File: config.mk
export PLATFORM = sky130hd
export DESIGN_NAME = main_mem_arb
export DESIGN_NICKNAME = d
export VERILOG_FILES = /design/src/rtl/main_mem_arb_pkg.sv /design/src/rtl/main_mem_arb_rd_tag_pipe.sv /design/src/rtl/main_mem_arb.sv
export SDC_FILE = /design/constraint.sdc
export NUM_CORES = 1
export LEC_CHECK = 0
export CORE_MARGIN = 4
export CORE_UTILIZATION = 33
export CTS_CLUSTER_DIAMETER = 30
export CTS_CLUSTER_SIZE = 10
export DETAILED_ROUTE_END_ITERATION = 7
export GPL_TIMING_DRIVEN = 0
export PLACE_DENSITY = 0.78
export SETUP_SLACK_MARGIN = 0.2
export SLEW_MARGIN = 5
export SYNTH_ARGS = -nofsm -noshare
export SYNTH_HDL_FRONTEND = slang
export SYNTH_HIERARCHICAL = 1
export SYNTH_SLANG_ARGS = --single-unit
File: constraint.sdc
create_clock -name clk -period 3.82 [get_ports clk]
set_input_delay 1.146 -clock clk [delete_from_list [all_inputs] [get_ports clk]]
set_output_delay 1.146 -clock clk [all_outputs]
set_load 0.01 [all_outputs]
File: src/rtl/main_mem_arb_pkg.sv
// Shared defaults and arbiter state encoding for the main-memory arbiter slice.
package main_mem_arb_pkg;

    localparam int ADR_W_DEF = 16;
    localparam int DAT_W_DEF = 16;

    typedef enum logic [1:0] {
        IDLE = 2'd0,
        OWN0 = 2'd1,
        OWN1 = 2'd2
    } arb_state_t;

endpackage

File: src/rtl/main_mem_arb_rd_tag_pipe.sv
// In-flight read tracker: a valid/owner shift register of depth RD_LAT that
// raises the owner's rvalid exactly RD_LAT cycles after a read is issued.
module rd_tag_pipe #(
    parameter int RD_LAT = 1
) (
    input  logic clk,
    input  logic rst_n,
    input  logic issue_vld,
    input  logic issue_own,
    output logic rvalid0,
    output logic rvalid1
);

    logic [RD_LAT-1:0] vld_q;
    logic [RD_LAT-1:0] own_q;

    always_ff @(posedge clk) begin
        if (!rst_n) begin
            vld_q <= '0;
            own_q <= '0;
        end else begin
            vld_q[0] <= issue_vld;
            own_q[0] <= issue_own;
            for (int unsigned i = 1; i < RD_LAT; i++) begin
                vld_q[i] <= vld_q[i-1];
                own_q[i] <= own_q[i-1];
            end
        end
    end

    assign rvalid0 = vld_q[RD_LAT-1] & ~own_q[RD_LAT-1];
    assign rvalid1 = vld_q[RD_LAT-1] &  own_q[RD_LAT-1];

endmodule

File: src/rtl/main_mem_arb.sv
// Two-requester main-memory arbiter: combinational round-robin grant with
// burst lock, pass-through write port and a latency-tracked shared read port.
module main_mem_arb
    import main_mem_arb_pkg::*;
#(
    parameter int ADR_W  = ADR_W_DEF,
    parameter int DAT_W  = DAT_W_DEF,
    parameter int RD_LAT = 1
) (
    input  logic             clk,
    input  logic             rst_n,
    input  logic             req0,
    input  logic             req1,
    input  logic             we0,
    input  logic             we1,
    input  logic             lock0,
    input  logic             lock1,
    input  logic [ADR_W-1:0] adr0,
    input  logic [ADR_W-1:0] adr1,
    input  logic [DAT_W-1:0] wdat0,
    input  logic [DAT_W-1:0] wdat1,
    output logic             gnt0,
    output logic             gnt1,
    output logic             rvalid0,
    output logic             rvalid1,
    output logic [DAT_W-1:0] rdat,
    output logic [ADR_W-1:0] main_mem_read_adr,
    output logic             main_mem_write,
    output logic [ADR_W-1:0] main_mem_write_adr,
    output logic [DAT_W-1:0] main_mem_write_dat,
    input  logic [DAT_W-1:0] main_mem_dat
);

    arb_state_t       state_q, state_d;
    logic             last_q;
    logic             g0, g1, any_gnt, sel_we, rd_issue;
    logic [ADR_W-1:0] sel_adr, rd_adr_q, wr_adr_q;
    logic [DAT_W-1:0] sel_wdat, wr_dat_q;
    logic             pipe_rv0, pipe_rv1;

    // last_q names the previous winner, so the other requester wins a tie in IDLE
    always_comb begin
        g0 = 1'b0;
        g1 = 1'b0;
        case (state_q)
            OWN0: begin
                g0 = req0;
                g1 = ~req0 & req1;
            end
            OWN1: begin
                g1 = req1;
                g0 = ~req1 & req0;
            end
            default: begin
                if (req0 && req1) begin
                    g0 = last_q;
                    g1 = ~last_q;
                end else begin
                    g0 = req0;
                    g1 = req1;
                end
            end
        endcase
        if (!rst_n) begin
            g0 = 1'b0;
            g1 = 1'b0;
        end
    end

    always_comb begin
        state_d = IDLE;
        if (g0 && lock0) begin
            state_d = OWN0;
        end else if (g1 && lock1) begin
            state_d = OWN1;
        end
    end

    assign any_gnt  = g0 | g1;
    assign sel_we   = g1 ? we1   : we0;
    assign sel_adr  = g1 ? adr1  : adr0;
    assign sel_wdat = g1 ? wdat1 : wdat0;
    assign rd_issue = any_gnt & ~sel_we;

    always_ff @(posedge clk) begin
        if (!rst_n) begin
            state_q  <= IDLE;
            last_q   <= 1'b1;
            rd_adr_q <= '0;
            wr_adr_q <= '0;
            wr_dat_q <= '0;
        end else begin
            state_q <= state_d;
            if (any_gnt) begin
                last_q <= g1;
            end
            if (rd_issue) begin
                rd_adr_q <= sel_adr;
            end
            if (any_gnt && sel_we) begin
                wr_adr_q <= sel_adr;
                wr_dat_q <= sel_wdat;
            end
        end
    end

    rd_tag_pipe #(
        .RD_LAT(RD_LAT)
    ) u_rd_tag_pipe (
        .clk      (clk),
        .rst_n    (rst_n),
        .issue_vld(rd_issue),
        .issue_own(g1),
        .rvalid0  (pipe_rv0),
        .rvalid1  (pipe_rv1)
    );

    assign gnt0               = g0;
    assign gnt1               = g1;
    assign main_mem_write     = any_gnt & sel_we;
    assign main_mem_write_adr = main_mem_write ? sel_adr  : wr_adr_q;
    assign main_mem_write_dat = main_mem_write ? sel_wdat : wr_dat_q;
    assign main_mem_read_adr  = rd_issue ? sel_adr : rd_adr_q;
    // Tags still in flight on the reset cycle itself are masked here
    assign rvalid0            = pipe_rv0 & rst_n;
    assign rvalid1            = pipe_rv1 & rst_n;
    assign rdat               = (rvalid0 | rvalid1) ? main_mem_dat : '0;

endmodule

After elaboration in Yosys (flattened, before gate mapping) --
Index checks and enable logic that the tools add are counted. W data, S select, Z words.
Storage, ports and cells: register bits 53, bits in latches 0, RAM bits 0, memory bits (read-only) 0, output and inout bits 69, memories 0
Cells by class: add/subtract/negate cells 0, $mul 0, divide/modulo/power cells 0, magnitude comparators 0, eq/ne operators 2, shift operators 0, muxes and demuxes 15, bitwise logic cells 16, reduce and logical (&&, ||, !) cells 5
Operator list (number):
- $mux W16 | 6
- $and A1 B1 Y1 | 8
- $mux W1 | 6
- $not A1 Y1 | 6
- $logic_and A1 B1 Y1 | 4
- $pmux W1 S2 | 2
- $eq A2 B1 Y1 const B | 1
- $eq A2 B2 Y1 const B | 1
- $mux W2 | 1
- $or A1 B1 Y1 | 2
- $reduce_or A2 Y1 | 1

Logic depth before layout (Yosys ltp) --
depth in word-level cells 8, mapped depth 10, mapped depth without buffers 7

Cells and area by module --
The synthesis kept the hierarchy.
Modules (own cells, without submodules):
- main_mem_arb | times used 1, cells each 351, area each 2687.6 um^2
- rd_tag_pipe | times used 1, cells each 6, area each 68.8 um^2

Worst setup path after synthesis --
Ideal clock, no wire load.
kind input to output, start point input port req0, end point output port main_mem_write_adr[0], data arrival time 2.516 ns, slack 0.158 ns, stages 8, cells stage by stage nand2b_1 > a211oi_2 > buf_6 > mux2i_1 > buf_4 > buf_2 > nor2_1 > a21oi_1
Between the ends: word-level cells in the longest chain between the ends 7, elaborated cells on any way between the ends 15, those cells by class mux (9); bitwise (5); reduce/logical (1)
Ends and longest elaborated chain:
- start, declared | RTL line main_mem_arb.sv:12 | input logic req0,
- $logic_and A1 B1 Y1 / $not A1 Y1 (equally long branches) | RTL line main_mem_arb.sv:55, main_mem_arb.sv:48
- $mux W1 / $and A1 B1 Y1 (equally long branches) | RTL line main_mem_arb.sv:55, main_mem_arb.sv:48
- $pmux W1 S2 | RTL line main_mem_arb.sv:45 | case (state_q)
- $mux W1 | RTL line main_mem_arb.sv:64 | if (!rst_n) begin
- $or A1 B1 Y1 / $mux W1 (equally long branches) | RTL line main_mem_arb.sv:79, main_mem_arb.sv:80
- $and A1 B1 Y1 | RTL line main_mem_arb.sv:120 | assign main_mem_write = any_gnt & sel_we;
- $mux W16 (*) | RTL line main_mem_arb.sv:121 | assign main_mem_write_adr = main_mem_write ? sel_adr : wr_adr_q;
- end, declared | RTL line main_mem_arb.sv:29 | output logic [ADR_W-1:0] main_mem_write_adr,
Every way passes the cells marked *; elsewhere a longest branch is shown, timed or not.

Final worst setup path --
start point input port req0, end point output port main_mem_write_adr[15]
Same word-level chain as after synthesis.

==> flow_summary.toml <==
[logic_synthesis]
synth.top_cells.by_count = "a21oi_1, dfxtp_1, nor2_1"
ys_types = 24
synth_area_per_cell_sq_um = 7.72
synth_top_area_cell = "dfxtp_1"
syn_area_sq_um = 2760
synth.most_common_cell = "a21oi_1"
synth-async-reset-ratio = 0
synth_warnings = 6
synth_nets = 447
yosys-top-cells-area = "dfxtp_1, a21oi_1, mux2i_1"
synth_edf_count = 0
syn_inst = 357
synth-seq-area-share = 0.385
synth_top_area_frac = 0.385
ys_ff_latch = 53
synth_ff_type = "dfxtp_1"

[sta]
layout_min_cycle_time_ns = 3.88
relSlewSlack = 0.647
fmax_ghz = 0.258
slew_violations = 0
setup_viol = 42
setup_ws_ns = -0.0635
rsz0062_at_grt = "yes"
post-route-period-util = 1.02
worstMarginPinSlew_ns = 0.515
setup_tns_ns = -1.02
skew_ns = 0.00574
hold_viol = 0

[clocking]
clk_pin_slew_ns = 0.08
cts.sinks = 53
cts-root-buf = "clkbuf_8"
cts_buffers = 5
cts_buffer_depth = 2
clkLatencyLatePin_ns = 0.30
htreeDepth = 2
cts_tree = "yes"
holdBufCountCts = 0

[layout]
fillers = 661
synthToLayoutAreaGrowth_pct = 94.1
fin_nets = 638
drive_above_1_share = 0.399
final_util = 0.654
n_antenna_cell = 0

[setup_path]
cp.arrival_ns = 2.74
crit_path_start_kind = "input port"
required_ns = 2.67
rr_worst_depth = 12
worstSetupEndpointType = "output pin"
crit_type = "input port to output pin"
path_max_fanout = 8

[die]
num_rows = 33
start_util = 0.337
die_x_um = 99.4
die_height_um = 99.4
core_area_sq_um = 8180
die_area_sq_um = 9880
io_pins = 157

[placement]
post-dp-hpwl_mm = 7.56
io_buffer_count = 156
gp_congestion = 0.804
place_ws_ns = -1.14

[global_routing]
grt_usage = 0.212
grt_pass1_vias = 3353
grt_pass1_wl_mm = 16.9
grt-ovfl-total = 0
grt_antenna_before_repair = 0
grt_max_degree = 15

[detailed_routing]
first_pass_iters = 5
drt_wl_total_mm = 11.1
ant_nets = 0
wl_per_cell_um = 16.9
remaining_drc_errors = 0
viasPerCell = 5.22
via_count = 3401
first_iter_violations = 198

[power_and_ir_drop]
power_density_nw_per_um2 = 302
vdd_drop_max_v = 0.000176
p_leak_uw = 0.00208
finalPower_uw = 1620

[status]
status = "finished, violations left"
violations = "setup timing"

[hold_path]
hold_depth = 2
hold_path.class = "register to register"

[run]
drv_cap = 0
## path summary, 6_finish.rpt
kind	startpoint	endpoint	slack, ns
setup / recovery	req0	main_mem_write_adr[15]	-0.06
setup reg to reg	state_q[0]	rd_adr_q[11]	1.23
hold reg to reg	last_q	last_q	0.52
hold / removal	last_q	last_q	0.52
## logic make-up after synthesis
| family | share of synthesized area |
|---|---|
| AOI/OAI and AO/OA | 0.276 |
| adders and majority gates | 0.00908 |
| buffers and inverters | 0.0631 |
| DFF | 0.385 |
| muxes | 0.123 |
| and+or+nand+nor | 0.143 |
## power breakdown
part | switching (uW) | total [uW] | internal (uW) | leakage [uW]
logic | 336 | 692 | 356 | 0.00160
clock network | 171 | 292 | 121 | 0.0000399
registers | 33.8 | 633 | 599 | 0.000435
## registers in the layout, summed over array words and instances (netlist names)
name	count
wr_adr_q	16
u_rd_tag_pipe/vld_q	1
wr_dat_q	16
rd_adr_q	16
state_q	2
last_q	1
u_rd_tag_pipe/own_q	1
## metrics by stage
| stage | hold slack [ns] | area (sq um) | cells |
|---|---|---|---|
| after floorplan | 0.443 | 2940 | 357 |
| after global placement | 0.464 | 4630 | 618 |
| after detailed placement | 0.468 | 4630 | 618 |
| after CTS | 0.501 | 5120 | 648 |
| after global routing | 0.557 | 5350 | 652 |
| final | 0.523 | 5350 | 652 |
## per-layer routing
metal,GRT usage,vias up,part of all wire
li1,-,1625,-
met1,0.248,1604,0.39
met2,0.392,156,0.52
met3,0.0498,16,0.077
met4,0.0441,0,0.016
met5,0,-,0
## layout by cell type (no fill, tap or decap), types with 17 or more instances in the layout
master,instances
a21oi_1,49
nor2b_1,17
buf_2,55
nor2_4,20
nor2_1,19
dfxtp_1,53
buf_4,18
clkdlybuf4s50_1,103
a21oi_2,48
o21ai_0,35
## worst max-delay path, stage by stage
cell and delay [ns]:
buf_8 0.10, nand2b_4 0.13, a211oi_2 0.19, buf_6 0.18, mux2i_4 0.28, buf_6 0.16
buf_12 0.13, buf_12 0.13, nor2_2 0.04, a21oi_2 0.09, buf_2 0.16
## area by class of cell
| cell class | instances | area, sq um | area share |
|---|---|---|---|
| Buffer | 31 | 320 | 0.0599 |
| Clock buffer | 5 | 68.8 | 0.0129 |
| Clock inverter | 1 | 5.00 | 0.000935 |
| Inverter | 4 | 15.0 | 0.00281 |
| Multi-Input combinational cell | 269 | 2110 | 0.394 |
| Sequential cell | 53 | 1060 | 0.198 |
| Tap cell | 105 | 131 | 0.0246 |
| Timing Repair Buffer | 184 | 1640 | 0.307 |
## what timing repair did
item,4_1_cts,5_1_grt
pin swaps,2,3
endpoints found under the setup margin,69,60
gates resized for setup,317,46
buffers inserted,18,2
cloned,6,2
Power figures use the tool's default switching activity.
==> edit 1, RTL diff (same flow settings) <==
Re-encode `arb_state_t` (3 states) as one-hot, 3 bits wide.
--- a/src/rtl/main_mem_arb_pkg.sv
+++ b/src/rtl/main_mem_arb_pkg.sv
@@ -5,8 +5,8 @@
     localparam int DAT_W_DEF = 16;
 
-    typedef enum logic [1:0] {
-        IDLE = 2'd0,
-        OWN0 = 2'd1,
-        OWN1 = 2'd2
+    typedef enum logic [2:0] {
+        IDLE = 3'b001,
+        OWN0 = 3'b010,
+        OWN1 = 3'b100
     } arb_state_t;
 
Formal check against the unedited RTL: same outputs for any inputs over 10 cycles, from zero or initial values and one cycle with rst_n low; not proved beyond that.
==> edit 1 against the original RTL <==
  * Combinational power decreased by 2%
  * Wire length increased by 27%
  * Design area increased by 12%
  * Area after synthesis increased by 28%
  * Worst hold slack got worse by 0.0075 ns
  * Non-clock buffer count increased by 28
  * Sequential cell count increased by 1
  * Sequential power about the same
  * Setup slack improved by 0.22 ns
  * Critical path depth unchanged
  * Largest cell class unchanged
  * Cell count increased by 13%
  * Power increased by 6.0%
  * First-iteration DRC count decreased by 29%
==> edit 1: results (changes against the original RTL) <==
Finish
  – Final clock-cell share: 0.0184 (+0.00456)
  – Multi-input gates: 288 (+7.1%)
  – Fill cells: 912 (+38%)
  – Buffer share of cell area: 0.370 (+0.00343)
  – Inverters, non-clock: 5 (+1)
  – Plain + repair buffers: 243 (+13%)
  – Seq area share: 0.180 (-0.0181)
  – Fraction of layout cells with a size suffix above 1: 0.294 (-0.104)
  – Multi-input logic area: 0.00239 mm^2 (+13%)
  – NumNets Final: 685 (+7.4%)
  – Final core occ: 0.578 (-0.0761)
  – Sequential Area: 0.00108 mm^2 (+1.9%)
  – Clkbuf count: 6 (+1)
  – Layout Cells excl Fill: 734 (+13%)

Routing
  – Drt first pass iters: 4 (-1)
  – Via count: 3,948 (+16%)
  – DRT iter0 DRCs: 141 (-29%)

Global routing
  – Initial antenna violation count: 0 (unchanged)
  – Largest net degree at the start of global routing: 17 (+2)
  – First-pass GRT wire length: 21.3 mm (+26%)
  – Via count of the first global-routing pass: 4,089 (+22%)

Timing
  – Worst slew pin tran: 0.669 ns (+0.154 ns)
  – TNS Setup: 0 ns (+1.02 ns)
  – Final worst setup slack: 0.160 ns (+0.224 ns)
  – Hold_ws: 0.515 ns (-0.00750 ns)

Placed design
  – Placed Cells: 676 (+9.4%)
  – Final HPWL DP: 9.47 mm (+25%)
  – Routability cong.: 0.815 (+1.3%)
  – IO buf count: 154 (-1.3%)

Logic synthesis
  – Synth top cells by count: mux2i_1 (98), dfxtp_1 (54), a211oi_1 (48), a21oi_1 (48), o21a_1 (48)
  – Synth cell types: 30 (+25%)
  – Syn nets: 474 (+6.0%)
  – Sequential-to-total area share from yosys stat: 0.306 (-0.0785)
  – Synth area leaders: dfxtp_1 (31%), mux2i_1 (28%), a211oi_1 (10%)

Setup path
  – Slowest cell on the critical path: mux2i_2
  – Reg2Reg Setup Slack: 1.90 ns (+0.67 ns)
  – WP data arrival: 2.51 ns (-0.23 ns)
  – FF-to-FF path depth: 8 (-4)
  – Reg-to-reg startpoint: state_q[2]$_SDFF_PP0_
  – Worst reg2reg endpoint: rd_adr_q[8]$_SDFF_PN0_
  – Crit-path max FO: 7 (-1)
  – Critical Path End: main_mem_write_dat[13]

Power
  – IR drop worst, VDD: 184 uV (+4.2%)
  – Seq pwr share: 0.370 (-0.021)
  – Static Leakage: 2.81 nW (+35%)
  – P_int: 1.16 mW (+7.9%)

Clocking
  – Clock transition at path regs: 0.11 ns (+0.03 ns)

Run status
  – Status: complete, no violations
-- edit 1: changes by cell type after synthesis, moves of 17 or more --
cell,before,now
o21ai_0,35,2
o21a_1,0,48
nor2b_1,18,1
nor2_1,51,5
mux2i_1,34,98
a21oi_1,97,48
a211oi_1,0,48
-- edit 1: what timing repair did --
| action | in CTS | in global routing |
|---|---|---|
| gates cloned | 5 | 0 |
| gates resized for setup | 271 | 48 |
| setup endpoints to repair | 69 | 49 |
| buffers inserted | 33 | 12 |
| pin swaps | 5 | 7 |
-- edit 1: metal layers --
layer | vias to the layer above | share of wire | wire length, um | GRT usage
li1 | 1866 | - | - | -
met1 | 1885 | 0.41 | 5830 | 0.255
met2 | 172 | 0.50 | 7050 | 0.368
met3 | 25 | 0.066 | 930 | 0.0451
met4 | 0 | 0.018 | 258 | 0.0584
met5 | - | 0 | 0 | 0
-- edit 1: power groups by stage --
stage               clock network, mW  registers, mW  logic [mW]
global route                    0.428          0.638       0.727
detailed placement                  0          0.643       0.610
finish                          0.399          0.634       0.681
CTS                             0.405          0.631       0.657
floorplan                           0          0.636       0.311
global placement                    0          0.639       0.598
-- edit 1: worst reg2reg max path: stages (launching register included) --
cell      delay, ns
dfxtp_1        0.44
xnor2_1        0.09
o211a_1        0.25
clkbuf_4       0.21
buf_4          0.20
o21a_1         0.19
buf_4          0.13
buf_4          0.12
a211oi_1       0.20
-- edit 1: cells by family (layout without fill, tap and decap cells) --
group | count (synthesis) | in the layout | share of synthesized area
compound gates | 151 | 151 | 0.289
xor+xnor | 1 | 1 | 0.00248
buf+inv | 44 | 256 | 0.0603
flops | 54 | 54 | 0.306
mux | 98 | 98 | 0.278
simple gates | 38 | 38 | 0.0635
==> edit 2, RTL diff (same settings) <==
Made on the original files. Change the package constant `ADR_W_DEF` from 16 to 20.
--- a/src/rtl/main_mem_arb_pkg.sv
+++ b/src/rtl/main_mem_arb_pkg.sv
@@ -2,5 +2,5 @@
 package main_mem_arb_pkg;
 
-    localparam int ADR_W_DEF = 16;
+    localparam int ADR_W_DEF = 20;
     localparam int DAT_W_DEF = 16;
 
Interface: changed (resized adr0, adr1, main_mem_read_adr and main_mem_write_adr); port bits go from 157 to 173. No check against the original RTL was run, so the function may have changed too.
==> edit 2 against the original RTL <==
  * Area after synthesis up 18%
  * Sequential power up 17%
  * Via count up 9.8%
  * Wire length up 8.6%
  * Sequential cell count up 8
  * Register-to-register slack better by 0.29 ns
  * Synthesized cell count up 15%
  * Power up 25%
  * Design area up 8.8%
  * Maximum frequency up 8.0%
  * Core utilization down 3.6 points
  * Setup slack better by 0.29 ns
==> edit 2: results (changes against the original RTL) <==
Placed design
  – Routability cong.: 0.827 (+2.8%)
  – IO buf count: 172 (+10%)
  – Worst slack at placement: -1.10 ns (+0.0406 ns)
  – Final HPWL DP: 8.76 mm (+16%)
  – Placed instance area: 0.00513 mm^2 (+11%)
  – Placed Cells: 713 (+15%)

Run status
  – Status: complete, no violations

Finish
  – Fill cells: 854 (+29%)
  – Fraction of layout cells with a size suffix above 1: 0.318 (-0.0803)
  – Layout Cells excl Fill: 748 (+15%)
  – Largest regs: rd_adr_q x20, wr_adr_q x20, wr_dat_q x16
  – N_diodes: 0 (unchanged)

Timing
  – Slew HR: 0.670 (+0.0229)
  – Clock skew: 0.0108 ns (+0.00509 ns)
  – Hold_ws: 0.471 ns (-0.0517 ns)

Clocking
  – Post-CTS setup buffer count: 11 (-7)
  – Post-CTS sizing: 329 (+3.8%)
  – Clock transition at path regs: 0.06 ns (-0.02 ns)
  – CTS Buf Count: 9 (+4)
  – H-Tree Depth: 3 (+1)
  – Clk Latency, worst-skew pair: 0.33 ns (+0.03 ns)
  – Clock Path Buffers: 2 (unchanged)
  – Root buf cell: clkbuf_8

Setup path
  – Top Family by Delay on Critical Path: buffers and inverters
  – Crit-path max FO: 5 (-3)
  – Worst reg2reg endpoint: wr_dat_q[0]$_SDFFE_PN0P_
  – Max stage delay on crit path: 0.29 ns
  – Slowest cell on the critical path: o31ai_4
  – FF-to-FF path depth: 10 (-2)
  – Reg-to-reg startpoint: state_q[1]$_SDFF_PP0_
  – Reg2Reg Setup Slack: 1.52 ns (+0.29 ns)

Worst hold path
  – Worst min-delay path endpoint: rd_adr_q[19]$_SDFF_PN0_
  – HP Start: rd_adr_q[19]$_SDFF_PN0_
  – Min-Delay Path Class: flip-flop to flip-flop
  – Hold depth: 2 (unchanged)

Logic synthesis
  – Synth area leaders: dfxtp_1 (38%), mux2i_1 (17%), o21ai_0 (9.7%)
  – Synth top cells by count: o21ai_0 (63), dfxtp_1 (61), nand2_1 (60)
  – Warnings from Yosys: 6 (unchanged)
  – Cells after Synth: 412 (+15%)
  – Predominant post-synthesis flop cell: dfxtp_1
  – Syn nets: 510 (+14%)
  – Synth async-reset ratio: 0 (unchanged)
  – Synth cell types: 27 (+13%)
  – Sequential-to-total area share from yosys stat: 0.376 (-0.00853)

Global routing
  – First-pass GRT wire length: 18.3 mm (+8.3%)
  – Total GRT Usage: 0.197 (-0.0145)
  – Initial antenna violation count: 0 (unchanged)
  – Largest net degree at the start of global routing: 11 (-4)
  – Via count of the first global-routing pass: 3,757 (+12%)

Power
  – IR drop worst, VDD: 194 uV (+10%)
  – Static Leakage: 2.46 nW (+19%)

Routing
  – DRT iter0 DRCs: 142 (-28%)
  – Drt first pass iters: 5 (unchanged)
  – Final WL: 12.0 mm (+8.6%)
  – Via count: 3,735 (+9.8%)
edit 2: changes by cell type after synthesis, moves of 7 or more:
cell / delta
a21oi_1: -74
buf_2: -7
dfxtp_1: +8
mux2i_1: +22
nand2_1: +57
nand3_1: +39
nor2_1: -29
o21ai_0: +28
edit 2: power by group:
group          internal, mW  switching, mW
Clock                 0.331          0.246
Combinational         0.366          0.342
Sequential            0.705         0.0376
edit 2: per-stage QoR:
stage                util  setup TNS, ns
floorplan               -              0
global placement    0.545         -59.22
detailed placement  0.545         -62.94
CTS                 0.579              0
global route        0.618              0
finish              0.618              0
edit 2: worst max-delay path by stage:
stage                        endpoint  slack (ns)  startpoint
6_report       main_mem_write_adr[14]        0.22        req1
4_1_cts        main_mem_write_dat[11]        0.13        req1
3_3_place_gp   main_mem_write_dat[10]       -1.06        req1
2_1_floorplan   main_mem_write_adr[0]        0.40        req1
5_1_grt        main_mem_write_adr[14]        0.16        req1
3_5_place_dp   main_mem_write_dat[10]       -1.10        req1
edit 2: metal layers:
metal / GRT usage / wire (um) / part of all wire
met5: 0 / 0 / 0
met3: 0.0482 / 979 / 0.082
met2: 0.348 / 5950 / 0.50
met1: 0.235 / 4950 / 0.41
met4: 0.0594 / 129 / 0.011
edit 2: layout make-up:
class | count | area share
repair buffers | 192 | 0.293
clock inverters | 4 | 0.00817
flip-flops and latches | 61 | 0.210
plain buffers | 33 | 0.0583
clock buffers | 11 | 0.0260
inverters | 6 | 0.00387
well taps | 129 | 0.0277
multi-input cells | 312 | 0.373
edit 2: cells by family after synthesis:
logic type | after synthesis | synth area share
and+or+nand+nor | 152 | 0.217
adders and majority gates | 2 | 0.00771
buffers and inverters | 39 | 0.0590
muxes | 56 | 0.173
AOI/OAI and AO/OA | 102 | 0.167
DFF | 61 | 0.376
